<file path="config.mk">
export PLATFORM = sky130hd
export DESIGN_NAME = div
export DESIGN_NICKNAME = d
export VERILOG_FILES = /design/src/rtl/div_pkg.sv /design/src/rtl/div.sv
export SDC_FILE = /design/constraint.sdc
export NUM_CORES = 1
export LEC_CHECK = 0
export ABC_AREA = 1
export CORE_MARGIN = 4
export CORE_UTILIZATION = 45
export DETAILED_ROUTE_END_ITERATION = 16
export PLACE_DENSITY = 0.64
export SYNTH_ARGS = -nofsm -noshare
export SYNTH_HDL_FRONTEND = slang
export SYNTH_SLANG_ARGS = --single-unit
export TNS_END_PERCENT = 5
</file>
<file path="constraint.sdc">
create_clock -name clk -period 5.2 [get_ports clk]
set_input_delay 0.78 -clock clk [delete_from_list [all_inputs] [get_ports clk]]
set_output_delay 0.78 -clock clk [all_outputs]
set_load 0.02 [all_outputs]
</file>
<file path="src/rtl/div_pkg.sv">
`default_nettype none
// ============================================================================
//  Module      : div_pkg
//  Description : Shared encodings for the multi-cycle divider and the EX-stage
//                logic that drives it (FSM states, handshake levels, aluops).
//  Revision    : 1.0  initial release
// ============================================================================
package div_pkg;

    // Divider FSM state encodings
    localparam logic [1:0] DIV_FREE   = 2'b00;
    localparam logic [1:0] DIV_BYZERO = 2'b01;
    localparam logic [1:0] DIV_ON     = 2'b10;
    localparam logic [1:0] DIV_END    = 2'b11;

    // Result-valid levels
    localparam logic DIV_RESULT_READY     = 1'b1;
    localparam logic DIV_RESULT_NOT_READY = 1'b0;

    // Request levels driven by EX
    localparam logic DIV_START = 1'b1;
    localparam logic DIV_STOP  = 1'b0;

    // aluop codes that EX decodes into start_i / signed_div_i
    localparam logic [7:0] ALU_DIV  = 8'b0001_1010;
    localparam logic [7:0] ALU_DIVU = 8'b0001_1011;

endpackage
`default_nettype wire

</file>
<file path="src/rtl/div.sv">
`default_nettype none
// ============================================================================
//  Module      : div
//  Description : Radix-2 restoring divider, one quotient bit per clock.
//                Signed operation divides magnitudes and fixes signs at the
//                end. Result is {remainder, quotient}, held until EX drops
//                start_i. annul_i aborts an in-flight division.
//  Revision    : 1.0  initial release
// ============================================================================
module div
    import div_pkg::*;
#(
    parameter int WIDTH = 32
) (
    input  logic                 clk,
    input  logic                 rst,
    input  logic                 signed_div_i,
    input  logic [WIDTH-1:0]     opdata1_i,
    input  logic [WIDTH-1:0]     opdata2_i,
    input  logic                 start_i,
    input  logic                 annul_i,
    output logic [2*WIDTH-1:0]   result_o,
    output logic                 ready_o
);

    localparam int CNT_W = $clog2(WIDTH);
    localparam logic [CNT_W-1:0] c_last_cnt = CNT_W'(WIDTH - 1);

    logic [1:0]          state_q,    state_d;
    logic [WIDTH-1:0]    dividend_q, dividend_d;   // shifts dividend out, quotient in
    logic [WIDTH-1:0]    divisor_q,  divisor_d;
    logic [WIDTH-1:0]    rem_q,      rem_d;
    logic [CNT_W-1:0]    cnt_q,      cnt_d;
    logic                sign1_q,    sign1_d;
    logic                sign2_q,    sign2_d;
    logic                sdiv_q,     sdiv_d;
    logic [2*WIDTH-1:0]  result_q,   result_d;
    logic                ready_q,    ready_d;

    logic                w_req;
    logic                w_neg1;
    logic                w_neg2;
    logic [WIDTH+1:0]    w_partial;
    logic                w_qbit;
    logic [WIDTH-1:0]    w_rem_next;
    logic [WIDTH-1:0]    w_quot_next;
    logic [WIDTH-1:0]    w_rem_fix;
    logic [WIDTH-1:0]    w_quot_fix;

    // A request counts only when it is not annulled in the same cycle
    assign w_req  = start_i & ~annul_i;
    assign w_neg1 = signed_div_i & opdata1_i[WIDTH-1];
    assign w_neg2 = signed_div_i & opdata2_i[WIDTH-1];

    // Single restoring step; the extra top bit of the subtract is the borrow
    always_comb begin
        w_partial   = {1'b0, rem_q, dividend_q[WIDTH-1]} - {2'b00, divisor_q};
        w_qbit      = ~w_partial[WIDTH+1];
        w_rem_next  = w_qbit ? w_partial[WIDTH-1:0]
                             : {rem_q[WIDTH-2:0], dividend_q[WIDTH-1]};
        w_quot_next = {dividend_q[WIDTH-2:0], w_qbit};
        w_quot_fix  = (sdiv_q && (sign1_q ^ sign2_q)) ? -w_quot_next : w_quot_next;
        w_rem_fix   = (sdiv_q && sign1_q) ? -w_rem_next : w_rem_next;
    end

    // State and datapath registers
    always_ff @(posedge clk) begin
        if (rst) begin
            state_q    <= DIV_FREE;
            dividend_q <= '0;
            divisor_q  <= '0;
            rem_q      <= '0;
            cnt_q      <= '0;
            sign1_q    <= 1'b0;
            sign2_q    <= 1'b0;
            sdiv_q     <= 1'b0;
            result_q   <= '0;
            ready_q    <= DIV_RESULT_NOT_READY;
        end else begin
            state_q    <= state_d;
            dividend_q <= dividend_d;
            divisor_q  <= divisor_d;
            rem_q      <= rem_d;
            cnt_q      <= cnt_d;
            sign1_q    <= sign1_d;
            sign2_q    <= sign2_d;
            sdiv_q     <= sdiv_d;
            result_q   <= result_d;
            ready_q    <= ready_d;
        end
    end

    // Next-state logic
    always_comb begin
        state_d = state_q;
        case (state_q)
            DIV_FREE: begin
                if (w_req) begin
                    state_d = (opdata2_i == '0) ? DIV_BYZERO : DIV_ON;
                end
            end
            DIV_BYZERO: state_d = DIV_END;
            DIV_ON: begin
                if (annul_i) begin
                    state_d = DIV_FREE;
                end else if (cnt_q == c_last_cnt) begin
                    state_d = DIV_END;
                end
            end
            DIV_END: begin
                if (!start_i || annul_i) begin
                    state_d = DIV_FREE;
                end
            end
            default: state_d = DIV_FREE;
        endcase
    end

    // Datapath and output updates per state
    always_comb begin
        dividend_d = dividend_q;
        divisor_d  = divisor_q;
        rem_d      = rem_q;
        cnt_d      = cnt_q;
        sign1_d    = sign1_q;
        sign2_d    = sign2_q;
        sdiv_d     = sdiv_q;
        result_d   = result_q;
        ready_d    = ready_q;
        case (state_q)
            DIV_FREE: begin
                result_d = '0;
                ready_d  = DIV_RESULT_NOT_READY;
                if (w_req && (opdata2_i != '0)) begin
                    dividend_d = w_neg1 ? -opdata1_i : opdata1_i;
                    divisor_d  = w_neg2 ? -opdata2_i : opdata2_i;
                    rem_d      = '0;
                    cnt_d      = '0;
                    sign1_d    = opdata1_i[WIDTH-1];
                    sign2_d    = opdata2_i[WIDTH-1];
                    sdiv_d     = signed_div_i;
                end
            end
            DIV_BYZERO: begin
                result_d = '0;
                ready_d  = DIV_RESULT_READY;
            end
            DIV_ON: begin
                if (annul_i) begin
                    result_d = '0;
                    ready_d  = DIV_RESULT_NOT_READY;
                end else begin
                    dividend_d = w_quot_next;
                    rem_d      = w_rem_next;
                    cnt_d      = cnt_q + 1'b1;
                    if (cnt_q == c_last_cnt) begin
                        result_d = {w_rem_fix, w_quot_fix};
                        ready_d  = DIV_RESULT_READY;
                    end
                end
            end
            DIV_END: begin
                if (!start_i || annul_i) begin
                    result_d = '0;
                    ready_d  = DIV_RESULT_NOT_READY;
                end
            end
            default: begin
                result_d = '0;
                ready_d  = DIV_RESULT_NOT_READY;
            end
        endcase
    end

    assign result_o = result_q;
    assign ready_o  = ready_q;

endmodule
`default_nettype wire

</file>
==> results of run 1 <==
## metal layers
| layer | wire (um) | part of all wire | vias up |
|---|---|---|---|
| li1 | - | - | 6847 |
| met1 | 18130 | 0.44 | 6029 |
| met2 | 19610 | 0.47 | 429 |
| met3 | 2169 | 0.052 | 75 |
| met4 | 1429 | 0.035 | 0 |
| met5 | 0 | 0 | - |
## flip-flops by register name, indices dropped and copies added, names as in the netlist, 2 cells and up
| signal | count |
|---|---|
| result_o | 64 |
| dividend_q | 32 |
| divisor_q | 32 |
| rem_q | 32 |
| cnt_q | 5 |
| state_q | 2 |
## through the flow
stage	power, mW	cell area [um^2]	std cells	setup slack [ns]	hold WS [ns]
floorplan	3.142	12800	2073	1.594	0.4324
global placement	3.710	14350	2522	1.128	0.4520
detailed placement	3.727	14350	2522	1.052	0.4546
CTS	5.046	14930	2554	1.009	0.4657
global route	5.406	14930	2554	0.4451	0.4781
finish	5.046	14930	2554	0.9087	0.4646
## worst max-delay path by stage
stage / from / to / slack, ns / depth (start not counted)
finish: divisor_q[22]$_SDFFE_PP0P_ / result_o[26]$_SDFFE_PP0P_ / 0.91 / 23
global route: divisor_q[22]$_SDFFE_PP0P_ / result_o[26]$_SDFFE_PP0P_ / 0.45 / 23
CTS: divisor_q[22]$_SDFFE_PP0P_ / result_o[26]$_SDFFE_PP0P_ / 1.01 / 23
detailed placement: divisor_q[30]$_SDFFE_PP0P_ / result_o[26]$_SDFFE_PP0P_ / 1.05 / 24
global placement: divisor_q[30]$_SDFFE_PP0P_ / result_o[26]$_SDFFE_PP0P_ / 1.13 / 24
floorplan: divisor_q[19]$_SDFFE_PP0P_ / result_o[26]$_SDFFE_PP0P_ / 1.59 / 27
## synth_stat cells, types with 3 or more instances
cell type,number,area [um^2]
clkbuf_1,58,217.7
nor2_2,16,100.1
buf_6,5,56.30
o211ai_1,11,82.58
nand2_2,34,212.7
o21ai_0,132,660.6
a211oi_1,14,105.1
nand2_1,588,2207
xor2_1,56,490.5
nand3b_1,10,75.07
nand3_2,7,70.07
nand4_1,19,118.9
buf_2,5,25.02
or2_1,5,31.28
nand2_4,13,146.4
nor4_1,6,37.54
o21bai_1,4,30.03
o21ai_1,8,40.04
xnor2_1,19,166.4
a31oi_1,4,25.02
ha_1,42,525.5
o31ai_1,4,30.03
o21ai_2,4,35.03
nor2_1,181,679.4
nor3_1,21,105.1
or2_2,7,43.79
clkinv_1,3,11.26
inv_1,229,859.6
nor3b_1,3,22.52
a21oi_2,7,61.31
inv_2,20,75.07
a21oi_1,210,1051
nand3_1,125,625.6
buf_4,4,30.03
dfxtp_1,171,3423
## tightest hold or removal path: stages (launching register included)
cell     delay (ns)
dfxtp_1        0.31
nand2_1        0.06
a21oi_1        0.05
## placed cells by master (no fill, tap or decap), types with 20 or more instances in the layout
| master | n |
|---|---|
| a21oi_1 | 210 |
| clkdlybuf4s50_1 | 132 |
| dfxtp_1 | 171 |
| ha_1 | 42 |
| inv_1 | 229 |
| inv_2 | 20 |
| nand2_1 | 588 |
| nand2_2 | 34 |
| nand3_1 | 125 |
| nor2_1 | 180 |
| nor3_1 | 20 |
| o21ai_0 | 131 |
| xor2_1 | 56 |
## logic make-up after synthesis
family / Yosys count / share of synthesized area
xor gates and xnor gates: 75 / 0.05132
buffers and inverters: 328 / 0.1033
adders and majority gates: 43 / 0.04262
DFF: 171 / 0.2674
and+or+nand+nor: 1048 / 0.3608
AOI/OAI and AO/OA: 408 / 0.1745
## area by class of cell
class                           instances  share of cell area
Clock buffer                           17             0.02849
Timing Repair Buffer                  147             0.09603
Tap cell                              378             0.03167
Clock inverter                         15             0.01056
Sequential cell                       171              0.2293
Inverter                              252             0.06335
Multi-Input combinational cell       1574              0.5406
## power by group through the flow
| stage | Sequential, mW | Clock (mW) | Combinational, mW |
|---|---|---|---|
| finish | 1.60 | 1.32 | 2.13 |
| global route | 1.62 | 1.39 | 2.39 |
| CTS | 1.59 | 1.34 | 2.12 |
| detailed placement | 1.62 | 0 | 2.10 |
| global placement | 1.62 | 0 | 2.09 |
| floorplan | 1.58 | 0 | 1.56 |
==> metrics.txt, run 1 <==
status finished, final reports clean; peak supply drop 0.0002452 V; crit path max-delay cell type a21oi_4; Syn Nets 2,185; Static Leak 6.832 nW; CTS buffer count 17; ys flop type dfxtp_1; f_max 0.2330 GHz; Detail Placement HPWL 32.06 mm; ys async rst share 0; slew at the pin closest to its max-slew limit 1.192 ns; cell area power density 338.0 mW/mm^2; GR Util met1 0.3359; Int Power 2.794 mW; worst skew pair latency 0.44 ns; depth of the most critical reg-to-reg path 23; nets 2,275; clock-pin transition on the worst setup and hold timing paths 0.08 ns; fill cell total of the finished layout 2,897; gr usage total 0.2619; fin crit share 0.8253; critical path's top delay family compound AO/OA/AOI/OAI gates; skew final 0.02219 ns; syn avg cell area 6.175 um^2; Vias/cell 5.239; layout cell share with drive strength beyond 1 0.07813; I/O Buffers 133; DRC violations left 0; Setup CP Type flop to flop; final core utilization 0.5345; met3 GRT Util 0.04016; met2 track demand over resource 0.4493; CTS tree done; Mapped Area 0.01280 mm^2; Routed Antenna Nets 0; Worst Path Arrival 4.58 ns; number of diodes 0; DR pass1 iterations 5; min-delay src result_o[38]$_SDFFE_PP0P_; count of final max-slew check failures 0; core area 0.02793 mm^2; Starting Density 0.4582; Avg WL per Cell 16.19 um; routed vias 13,380; CP endpoint kind flop; final count of hold timing violations 0; Syn Inst Count 2,073; die width 176.7 um; Hold-fix buffers, CTS 0; synth warn 0; vias in the first global route 12,500; Congestion Overflow GR 0; Crit Path Max Fanout 16; sw frac 0.4463; die height 176.7 um; RSZ-0062 raised after global routing false; full die area 0.03121 mm^2; hold depth 2; clock buffer depth 2; # rows 61; GRT busiest layer met2; number of DRC markers in iteration 0 1,044; post-cts resize count 0; NetSw 2.252 mW; H-tree levels 4; hold crit path type flop to flop; # IOs 134; WL final 41.34 mm; minimum clock period after layout 4.291 ns; largest net degree at the start of global routing 68; Buf+Inv Stages, Crit Path 3; EDFF count, synth 0; worst flop-to-flop path startpoint divisor_q[22]$_SDFFE_PP0P_; Yosys reg bits 171; Worst setup SP type flop; register area share after synthesis 0.2674; Reg power frac 0.316; Placer Congestion 0.9645; Clk network pwr share 0.261; setup violators final 0; Multi-input gate area 0.008073 mm^2; Clock Root Buffer clkbuf_16; Hold Path Sink result_o[38]$_SDFFE_PP0P_; Worst path max stage delay 0.46 ns; Worst slew margin 0.2043; Logic pwr share 0.422; Max-Cap Viols 0; Cell Chain, Critical Path inv_1, ha_1, a21oi_1, o21ai_1, nand2b_4, a21oi_4, nand2_8, inv_2, ha_1, nand3_1, nor3_1, inv_1, nor3_2, nand3_1, nor2_1, nand3_1, nand2_1, nand2_1, a21oi_1, o21ai_0, o21ai_0, a21o_1, a21oi_1; RR Endpoint result_o[26]$_SDFFE_PP0P_; Reg area 0.003423 mm^2; Area Overhead vs Synth 16.66%; Reg2Reg Setup Slack 0.91 ns; Synth cell types 53; antenna violations before repair 0; Post-CTS Setup Bufs 0; WP data required 5.49 ns; setup TNS 0 ns; first-pass GRT wire length 65.39 mm; CTS sink count 171
Note: power is estimated with default switching activity, not from simulation.
==> run 2: changes to the inputs <==
--- a/config.mk
+++ b/config.mk
@@ -9,7 +9,7 @@
 export CORE_MARGIN = 4
 export CORE_UTILIZATION = 45
 export DETAILED_ROUTE_END_ITERATION = 16
-export PLACE_DENSITY = 0.64
+export PLACE_DENSITY = 0.66
 export SYNTH_ARGS = -nofsm -noshare
 export SYNTH_HDL_FRONTEND = slang
 export SYNTH_SLANG_ARGS = --single-unit
==> constraint.sdc (replaced) <==
create_clock -name clk -period 3.5 [get_ports clk]
set_input_delay 0.525 -clock clk [delete_from_list [all_inputs] [get_ports clk]]
set_output_delay 0.525 -clock clk [all_outputs]
set_load 0.02 [all_outputs]
==> run 2 against run 1 <==
Effect of this change:
- clock skew decreased by 0.0050 ns
- first-iteration DRC count grew 1.6%
- wire length up 7.1%
- cell area increased by 11%
- utilization grew 6.0 points
- final cell count is 5.4% higher
- register-to-register slack lost 0.73 ns
==> metrics.txt, run 2 (synthesis results as in run 1) <==
slew at the pin closest to its max-slew limit 0.8555 ns; Static Leak 7.605 nW; WP data required 3.81 ns; routed vias 14,100; CTS buffer count 17; setup TNS 0 ns; gr usage total 0.2760; Setup CP Type flop to flop; Max-Cap Viols 0; Routed Antenna Nets 0; Finished Layout Cells 2,692; Total Power 8.236 mW; clock-pin transition on the worst setup and hold timing paths 0.07 ns; final count of hold timing violations 0; CP endpoint kind flop; Area Overhead vs Synth 29.69%; skew final 0.01718 ns; Starting Density 0.4582; commonest cells after routing, fill and taps aside nand2_1 (568), inv_1 (215), a21oi_1 (206); Worst Path Arrival 3.63 ns; number of diodes 0; H-tree levels 4; count of final max-slew check failures 0; DRC violations left 0; Placer Congestion 1.002; status finished, final reports clean; Clock Root Buffer clkbuf_16; WL final 44.27 mm; f_max 0.3012 GHz; first-pass GRT wire length 69.16 mm; Avg WL per Cell 16.44 um; Worst slew margin 0.4297; RSZ-0062 raised after global routing true; fin crit share 0.9487; largest net degree at the start of global routing 67; Post-DP Area 0.01551 mm^2; Multi-input gate area 0.008547 mm^2; Post-Layout Inst Area 0.01660 mm^2; hold crit path type flop to flop; die width 176.7 um; minimum clock period after layout 3.320 ns; cell area power density 496.1 mW/mm^2; core area 0.02793 mm^2; nets 2,413; setup violators final 0; Largest register FFs 64; antenna violations before repair 0; fill cell total of the finished layout 2,767; DR pass1 iterations 6; commonest non-fill, non-tap cell in the layout nand2_1; # rows 61; clock buffer depth 2; Hold-fix buffers, CTS 0; vias in the first global route 13,260; I/O Buffers 133; Reg area 0.003450 mm^2; peak supply drop 0.0003346 V; Vias/cell 5.238; Crit Path Max Fanout 3; Congestion Overflow GR 0; Placed Cells 2,649; CTS sink count 171; layout cell share with drive strength beyond 1 0.1742; full die area 0.03121 mm^2; number of DRC markers in iteration 0 1,061; Worst setup SP type flop; # IOs 134; CTS tree done; die height 176.7 um; Detail Placement HPWL 34.21 mm; worst skew pair latency 0.45 ns
## run 2: final cells by class
| class | instances | share of cell area |
|---|---|---|
| Tap cell | 378 | 0.02849 |
| Inverter | 252 | 0.05728 |
| Multi-Input combinational cell | 1574 | 0.5149 |
| Clock inverter | 14 | 0.01176 |
| Clock buffer | 18 | 0.02646 |
| Sequential cell | 171 | 0.2078 |
| Timing Repair Buffer | 285 | 0.1533 |
## run 2: path summary, 6_finish.rpt
kind / start / end / slack (ns) / depth (start not counted)
setup / recovery: divisor_q[23]$_SDFFE_PP0P_ / result_o[26]$_SDFFE_PP0P_ / 0.18 / 23
hold / removal: result_o[52]$_SDFFE_PP0P_ / result_o[52]$_SDFFE_PP0P_ / 0.46 / 2
setup reg to reg: divisor_q[23]$_SDFFE_PP0P_ / result_o[26]$_SDFFE_PP0P_ / 0.18 / 23
hold reg to reg: result_o[52]$_SDFFE_PP0P_ / result_o[52]$_SDFFE_PP0P_ / 0.46 / 2
## run 2: power breakdown
part	internal, mW	switching, mW	total [mW]	leakage (nW)
Sequential	2.16	0.225	2.38	1.40
Clock	1.18	0.943	2.12	0.316
Combinational	1.36	2.38	3.73	5.89
Total	4.69	3.54	8.24	7.60
## run 2: metal layers
metal  vias up  part of all wire  wire length (um)  GRT usage
met3        65             0.048              2113    0.03247
met5         -                 0                 0          0
met1      6484              0.44             19260     0.3534
met2       425              0.49             21660     0.4868
met4         0             0.028              1232    0.08511
li1       7126                 -                 -          -
## run 2: critical path, cell delays in order (launching register included)
cell and delay, ns:
dfxtp_2 0.38, inv_1 0.07, ha_1 0.22, a21oi_2 0.19, o21ai_2 0.09, nand2b_4 0.17
a21oi_4 0.21, nand2_8 0.09, inv_6 0.08, ha_4 0.14, nand3_4 0.07, nor3_4 0.21
inv_2 0.07, nor3_4 0.19, nand3_2 0.12, nor2_4 0.12, nand3_2 0.08, nand2_2 0.10
nand2_4 0.06, a21oi_4 0.15, o21ai_2 0.08, o21ai_1 0.14, a21o_1 0.10, a21oi_1 0.05
## run 2: through the flow
| step | hold WS (ns) | utilization | setup slack, ns |
|---|---|---|---|
| finish | 0.4645 | 0.5942 | 0.1797 |
| global route | 0.4838 | 0.5942 | -0.08166 |
| CTS | 0.4657 | 0.5784 | 0.02762 |
| detailed placement | 0.4547 | 0.5551 | -0.07031 |
| global placement | 0.4533 | 0.5551 | -0.09548 |
| floorplan | 0.4324 | - | 0.002286 |
## run 2: what timing repair did
item | 4_1_cts | 5_1_grt
setup buffers | 0 | 10
endpoints found under the setup margin | 13 | 29
resized for setup | 5 | 94
pin swaps | 2 | 24
gates cloned | 0 | 1
